File: src/rtl/conv_func_stream.sv
// Functional unit for a CIM layer: reads crossbar columns, sums the vertical tiles, requantises
// (shift, optional ReLU, saturate) and streams words out through a credit-limited FIFO.
module conv_func_stream #(
    parameter int unsigned OutputSize         = 512,
    parameter int unsigned XbarSize           = 256,
    parameter int unsigned VCimTiles          = 2,
    parameter int unsigned HCimTiles          = (OutputSize + XbarSize - 1) / XbarSize,
    parameter int unsigned DatatypeSize       = 8,
    parameter int unsigned OutputDatatypeSize = 8,
    parameter int unsigned CimLatency         = 2,
    parameter int unsigned FifoDepth          = CimLatency + 2,
    parameter int unsigned OutShift           = 0,
    parameter bit          ReluEn             = 1'b1,
    localparam int unsigned AddrW  = (XbarSize > 1) ? $clog2(XbarSize) : 1,
    localparam int unsigned HtileW = (HCimTiles > 1) ? $clog2(HCimTiles) : 1
) (
    input  logic                                clk,
    input  logic                                rst,
    input  logic                                i_start,
    input  logic                                i_cim_busy,
    output logic                                o_cim_re,
    output logic [AddrW-1:0]                    o_cim_addr,
    output logic [HtileW-1:0]                   o_cim_htile,
    input  logic [VCimTiles*DatatypeSize-1:0]   i_data,
    output logic [OutputDatatypeSize-1:0]       o_data,
    output logic                                o_valid,
    input  logic                                i_ready,
    output logic                                o_busy,
    output logic                                o_done
);

    localparam int unsigned SumW      = DatatypeSize + $clog2(VCimTiles + 1);
    localparam int unsigned OutW      = OutputDatatypeSize;
    localparam int unsigned CmpW      = ((SumW > OutW) ? SumW : OutW) + 1;
    localparam int unsigned PtrW      = (FifoDepth > 1) ? $clog2(FifoDepth) : 1;
    localparam int unsigned CntW      = $clog2(FifoDepth + CimLatency + 1) + 1;
    localparam int unsigned LastAddr  = (OutputSize - 1) % XbarSize;
    localparam int unsigned LastHtile = (OutputSize - 1) / XbarSize;
    localparam logic signed [CmpW-1:0] MaxVal = {{(CmpW-OutW+1){1'b0}}, {(OutW-1){1'b1}}};
    localparam logic signed [CmpW-1:0] MinVal = {{(CmpW-OutW+1){1'b1}}, {(OutW-1){1'b0}}};

    typedef enum logic [2:0] {StIdle, StWaitCim, StIssue, StDrain, StDone} state_e;

    state_e                 r_state;
    logic                   r_busy;
    logic                   r_done;
    logic [AddrW-1:0]       r_addr;
    logic [HtileW-1:0]      r_htile;
    logic [CimLatency-1:0]  r_pipe;
    logic [CntW-1:0]        r_inflight;
    logic [CntW-1:0]        r_count;
    logic [PtrW-1:0]        r_wptr;
    logic [PtrW-1:0]        r_rptr;
    logic [OutW-1:0]        r_mem [FifoDepth];

    logic                   w_re;
    logic                   w_cap;
    logic                   w_last;
    logic                   w_credit;
    logic                   w_empty;
    logic                   w_fire;
    logic                   w_push;
    logic                   w_pop;
    logic [DatatypeSize-1:0] w_tile;
    logic signed [SumW-1:0] w_sum;
    logic signed [SumW-1:0] w_shift;
    logic signed [CmpW-1:0] w_ext;
    logic [OutW-1:0]        w_result;
    logic [OutW-1:0]        w_head;

    function automatic logic [PtrW-1:0] ptr_inc(input logic [PtrW-1:0] p);
        return (p == PtrW'(FifoDepth - 1)) ? '0 : p + PtrW'(1);
    endfunction

    assign w_credit = (r_inflight + r_count) < CntW'(FifoDepth);
    assign w_re     = (r_state == StIssue) && !i_cim_busy && w_credit;
    assign w_cap    = r_pipe[CimLatency-1];
    assign w_last   = (r_addr == AddrW'(LastAddr)) && (r_htile == HtileW'(LastHtile));

    assign o_cim_re    = w_re;
    assign o_cim_addr  = r_addr;
    assign o_cim_htile = r_htile;
    assign o_busy      = r_busy;
    assign o_done      = r_done;

    always_comb begin
        w_tile = '0;
        w_sum  = '0;
        for (int i = 0; i < VCimTiles; i++) begin
            w_tile = i_data[i*DatatypeSize +: DatatypeSize];
            w_sum  = w_sum + {{(SumW-DatatypeSize){w_tile[DatatypeSize-1]}}, w_tile};
        end
        w_shift = w_sum >>> OutShift;
        w_ext   = {{(CmpW-SumW){w_shift[SumW-1]}}, w_shift};
        if (ReluEn && w_ext[CmpW-1]) begin
            w_ext = '0;
        end
        if (w_ext > MaxVal) begin
            w_result = MaxVal[OutW-1:0];
        end else if (w_ext < MinVal) begin
            w_result = MinVal[OutW-1:0];
        end else begin
            w_result = w_ext[OutW-1:0];
        end
    end

    // An empty FIFO forwards the word being captured so the first result appears
    // cim_latency cycles after its read; it is only stored if the consumer stalls.
    assign w_empty = (r_count == '0);
    assign o_valid = !w_empty || w_cap;
    assign w_head  = w_empty ? w_result : r_mem[r_rptr];
    assign o_data  = o_valid ? w_head : '0;
    assign w_fire  = o_valid && i_ready;
    assign w_pop   = w_fire && !w_empty;
    assign w_push  = w_cap && !(w_empty && i_ready);

    always_ff @(posedge clk or negedge rst) begin
        if (!rst) begin
            r_state <= StIdle;
            r_busy  <= 1'b0;
            r_done  <= 1'b0;
            r_addr  <= '0;
            r_htile <= '0;
        end else begin
            r_done <= 1'b0;
            unique case (r_state)
                StIdle: begin
                    if (i_start) begin
                        r_addr  <= '0;
                        r_htile <= '0;
                        r_busy  <= 1'b1;
                        r_state <= i_cim_busy ? StWaitCim : StIssue;
                    end
                end
                StWaitCim: begin
                    if (!i_cim_busy) begin
                        r_state <= StIssue;
                    end
                end
                StIssue: begin
                    if (w_re) begin
                        if (w_last) begin
                            r_state <= StDrain;
                        end else if (r_addr == AddrW'(XbarSize - 1)) begin
                            r_addr  <= '0;
                            r_htile <= r_htile + HtileW'(1);
                        end else begin
                            r_addr <= r_addr + AddrW'(1);
                        end
                    end
                end
                StDrain: begin
                    if (r_inflight == '0 && r_count == '0) begin
                        r_state <= StDone;
                        r_busy  <= 1'b0;
                        r_done  <= 1'b1;
                    end
                end
                StDone: begin
                    r_state <= StIdle;
                end
                default: begin
                    r_state <= StIdle;
                end
            endcase
        end
    end

    always_ff @(posedge clk or negedge rst) begin
        if (!rst) begin
            r_pipe     <= '0;
            r_inflight <= '0;
        end else begin
            r_pipe[0] <= w_re;
            for (int i = 1; i < CimLatency; i++) begin
                r_pipe[i] <= r_pipe[i-1];
            end
            unique case ({w_re, w_cap})
                2'b10:   r_inflight <= r_inflight + CntW'(1);
                2'b01:   r_inflight <= r_inflight - CntW'(1);
                default: r_inflight <= r_inflight;
            endcase
        end
    end

    always_ff @(posedge clk or negedge rst) begin
        if (!rst) begin
            r_count <= '0;
            r_wptr  <= '0;
            r_rptr  <= '0;
        end else begin
            if (w_push) begin
                r_wptr <= ptr_inc(r_wptr);
            end
            if (w_pop) begin
                r_rptr <= ptr_inc(r_rptr);
            end
            unique case ({w_push, w_pop})
                2'b10:   r_count <= r_count + CntW'(1);
                2'b01:   r_count <= r_count - CntW'(1);
                default: r_count <= r_count;
            endcase
        end
    end

    always_ff @(posedge clk) begin
        if (w_push) begin
            r_mem[r_wptr] <= w_result;
        end
    end

endmodule

File: config.mk
export PLATFORM = sky130hd
export DESIGN_NAME = conv_func_stream
export DESIGN_NICKNAME = d
export VERILOG_FILES = /design/src/rtl/conv_func_stream.sv
export SDC_FILE = /design/constraint.sdc
export NUM_CORES = 1
export LEC_CHECK = 0
export BUFFER_PORTS_ARGS = -buffer_cell sky130_fd_sc_hd__buf_4
export CORE_MARGIN = 2
export CORE_UTILIZATION = 58
export CTS_BUF_LIST = sky130_fd_sc_hd__clkbuf_8 sky130_fd_sc_hd__clkbuf_16
export DETAILED_ROUTE_END_ITERATION = 10
export HOLD_SLACK_MARGIN = 0.1
export PLACE_DENSITY = 0.76
export SYNTH_ARGS = -nofsm -noshare
export SYNTH_HDL_FRONTEND = slang
export SYNTH_SLANG_ARGS = --single-unit
File: constraint.sdc
create_clock -name clk -period 3.6 [get_ports clk]
set_input_delay 0.18 -clock clk [delete_from_list [all_inputs] [get_ports clk]]
set_output_delay 0.18 -clock clk [all_outputs]
set_load 0.02 [all_outputs]
==> run summary <==
RSZ-0062 raised after global routing = no
Unique masters post-synth = 51
Clock Sinks = 60
Asr flop ratio synth = 0.467
Crit-path cells = ha_1, a31o_2, or3_4, a21oi_4, nand3_1, ha_1, ha_1, a21o_1, a21oi_1, xnor2_1, nor2_1, xor2_1
CP Launch Type = flop
DP HPWL = 4680 microns
Drt wl/cell = 16.1 microns
Die Width = 79.6 microns
Dpl cell area = 0.00372 sq mm
Vias = 2399
Initial DRC Count = 125
Routed Antenna Nets = 0
Max-Slew Margin vs Limit = 0.576
Gp weighted congestion = 0.841
Kind of critical path = flop to flop
Drt pass-1 iters = 5
F_max = 0.322 GHz
Max-cap viol count = 0
Crit. End Element = flop
Final min period = 3110 ps
DRC viols = 0
Core Box Area = 0.00551 sq mm
Setup WS pre-CTS = 514 ps
Synthesized flop and latch total = 60
Cells after Synth = 289
Vias in the first global route = 2392
Yosys warnings = 0
IO Pins = 42
Register area share after synthesis = 0.502
Req. time, crit path = 3810 ps
Mean Syn Cell Area = 11.5 sq um
Initial antenna violation count = 0
Post-synth EDFFs = 32
N_diodes = 0
Arr. time, crit path = 3310 ps
Synthesized area = 0.00331 sq mm
Critical-path top delay cell = dfrtp_1
DR vias/cell = 5.71
Pwr Density = 753 mW/mm^2
Final Worst Setup Slack = 492 ps
Total grt overflow = 0
Root Buffer = clkbuf_8
Later-pin clock latency in the skew report = 330 ps
Post-route total power = 2.97 mW
First-pass GRT wire length = 11000 microns
Largest net degree at the start of global routing = 29
Layout Cell Area excl Fill = 0.00395 sq mm
Proportion of layout cells with a drive suffix above 1 = 0.213
Maximum fanout along the worst path = 6
Clock-pin slew on the worst setup and hold paths = 70 ps
Final core utilization = 0.717
Combinational Power Share = 0.421
P_sw = 1.10 mW
Worst-margin pin slew = 630 ps
Port Buffer Count = 41
Internal = 1.87 mW
Status = complete, no violations
Reg2reg setup slack = 490 ps
Peak supply drop = 0.576 mV
Layout net count = 389
Clock skew = 13.2 ps
Initial Utilization = 0.602
Crit-path most repeated cell = ha_1
P_leak = 1.73 nW
Clock share of power = 0.222
DRT Wirelength = 6760 microns
Most used DFF post-synth = edfxtp_1
Flop pwr share = 0.356
Final period util = 0.863
Min-Delay Path Class = input port to flop
Die area = 0.00633 sq mm
Tot GR Track Use = 0.233
Final Hold Viols = 0
Setup TNS = 0 ps
H-tree lvl count = 3
Max-slew violations = 0
Switching Share = 0.370
Delay of the slowest critical-path stage = 460 ps
Area growth syn-to-layout = 19.2%
Deepest clock path buffer count = 2
Post-CTS Resized = 0
Row count = 27
CTS tree = yes
Die H = 79.6 microns
Inserted Clock Buffers = 9
Final setup vio count = 0
[metrics by stage]
step	instances	hold slack [ps]
2_1_floorplan	292	-116
3_3_place_gp	403	121
3_5_place_dp	403	121
4_1_cts	420	179
5_1_grt	420	194
6_report	420	194
[final timing paths]
check                           cells past startpoint          start            end
worst min-delay path                                4        i_start     r_state[1]
worst max-delay path                               12  r_inflight[1]  r_inflight[3]
max in group asynchronous                           2            rst         o_busy
min in group asynchronous                           2            rst  o_cim_addr[2]
worst max register to register                     12  r_inflight[1]  r_inflight[3]
worst min register to register                      0      r_pipe[0]      r_pipe[1]
[cells in the final DEF, fill, tap and decap left out, types with 2 or more instances in the layout]
cell type  count
edfxtp_1      32
a21oi_1       18
and3_1         5
nand4_1        3
a31oi_1        5
o21ai_0       12
or3_1          2
nand3_1        7
clkinv_4       2
conb_1         4
mux4_2         8
inv_1         27
dfrtp_1       28
ha_1          22
o31ai_1        2
mux2_2         2
xor2_1         7
bufinv_16      2
a31o_2         2
fa_1           3
a21o_1         4
o21a_1         4
nor3_1         2
o211ai_1       2
nand2_1       15
clkbuf_8       9
nand2b_1       2
nand3b_1       2
nor2b_1        5
buf_4         42
o22ai_1        6
and2_1         4
nor2_1        28
xnor2_1        8
[synth_stat cells, drive strengths merged, types with 6 or more instances]
cell type / count / area (sq um)
edfxtp: 32 / 961
dfrtp: 28 / 701
nor2: 28 / 105
inv: 26 / 97.6
ha: 22 / 275
a21oi: 19 / 106
nand2: 15 / 56.3
o21ai: 13 / 65.1
mux4: 8 / 180
xnor2: 8 / 70.1
nand3: 7 / 35.0
xor2: 7 / 61.3
o22ai: 6 / 37.5
[power by group through the flow]
stage / logic (mW) / registers (mW) / clock network [mW]
global route: 1.38 / 1.09 / 0.705
floorplan: 0.905 / 1.02 / 0
detailed placement: 1.24 / 1.07 / 0
CTS: 1.26 / 1.06 / 0.670
global placement: 1.21 / 1.06 / 0
finish: 1.25 / 1.06 / 0.661
[what timing repair did]
action | 4_1_cts | 5_1_grt
endpoints found under the hold margin | 28 | 0
hold buffers | 1 | 0
setup buffers | 0 | 0
[worst max-delay path, delay by kind of cell, from the launching register on]
family | cells | cell delay [ps]
compound gates | 4 | 810
xor+xnor | 2 | 270
fa+ha+maj | 3 | 880
flops | 1 | 460
simple gates | 3 | 560
[per-layer routing]
| layer | track usage | part of all wire | up-vias |
|---|---|---|---|
| li1 | - | - | 1168 |
| met2 | 0.410 | 0.52 | 67 |
| met1 | 0.276 | 0.42 | 1153 |
| met5 | 0 | 0 | - |
| met4 | 0.0793 | 0.018 | 0 |
| met3 | 0.0588 | 0.039 | 11 |
[state kept, by name (all words and copies together) (netlist names)]
name         cells
r_mem           32
o_cim_htile      1
r_state          3
r_wptr           2
r_rptr           2
r_inflight       4
o_done           1
r_count          4
o_cim_addr       8
o_busy           1
r_pipe           2
[area by class of cell]
type                            count  area, sq um
Clock buffer                        9          124
Clock inverter                      7         92.6
Fill cell                         410         1560
Inverter                           26         97.6
Multi-Input combinational cell    203         1560
Sequential cell                    60         1660
Tap cell                           72         90.1
Timing Repair Buffer               43          325
[cells by family (layout without fill, tap and decap cells)]
family	Yosys count	after routing	share of synthesized area
simple gates	78	78	0.114
mux	10	10	0.0612
fa+ha+maj	25	25	0.101
xor+xnor	16	16	0.0468
buf+inv	29	85	0.0332
other cells	1	4	0.00113
compound gates	70	70	0.140
flops	60	60	0.502
Power figures use the tool's default switching activity.
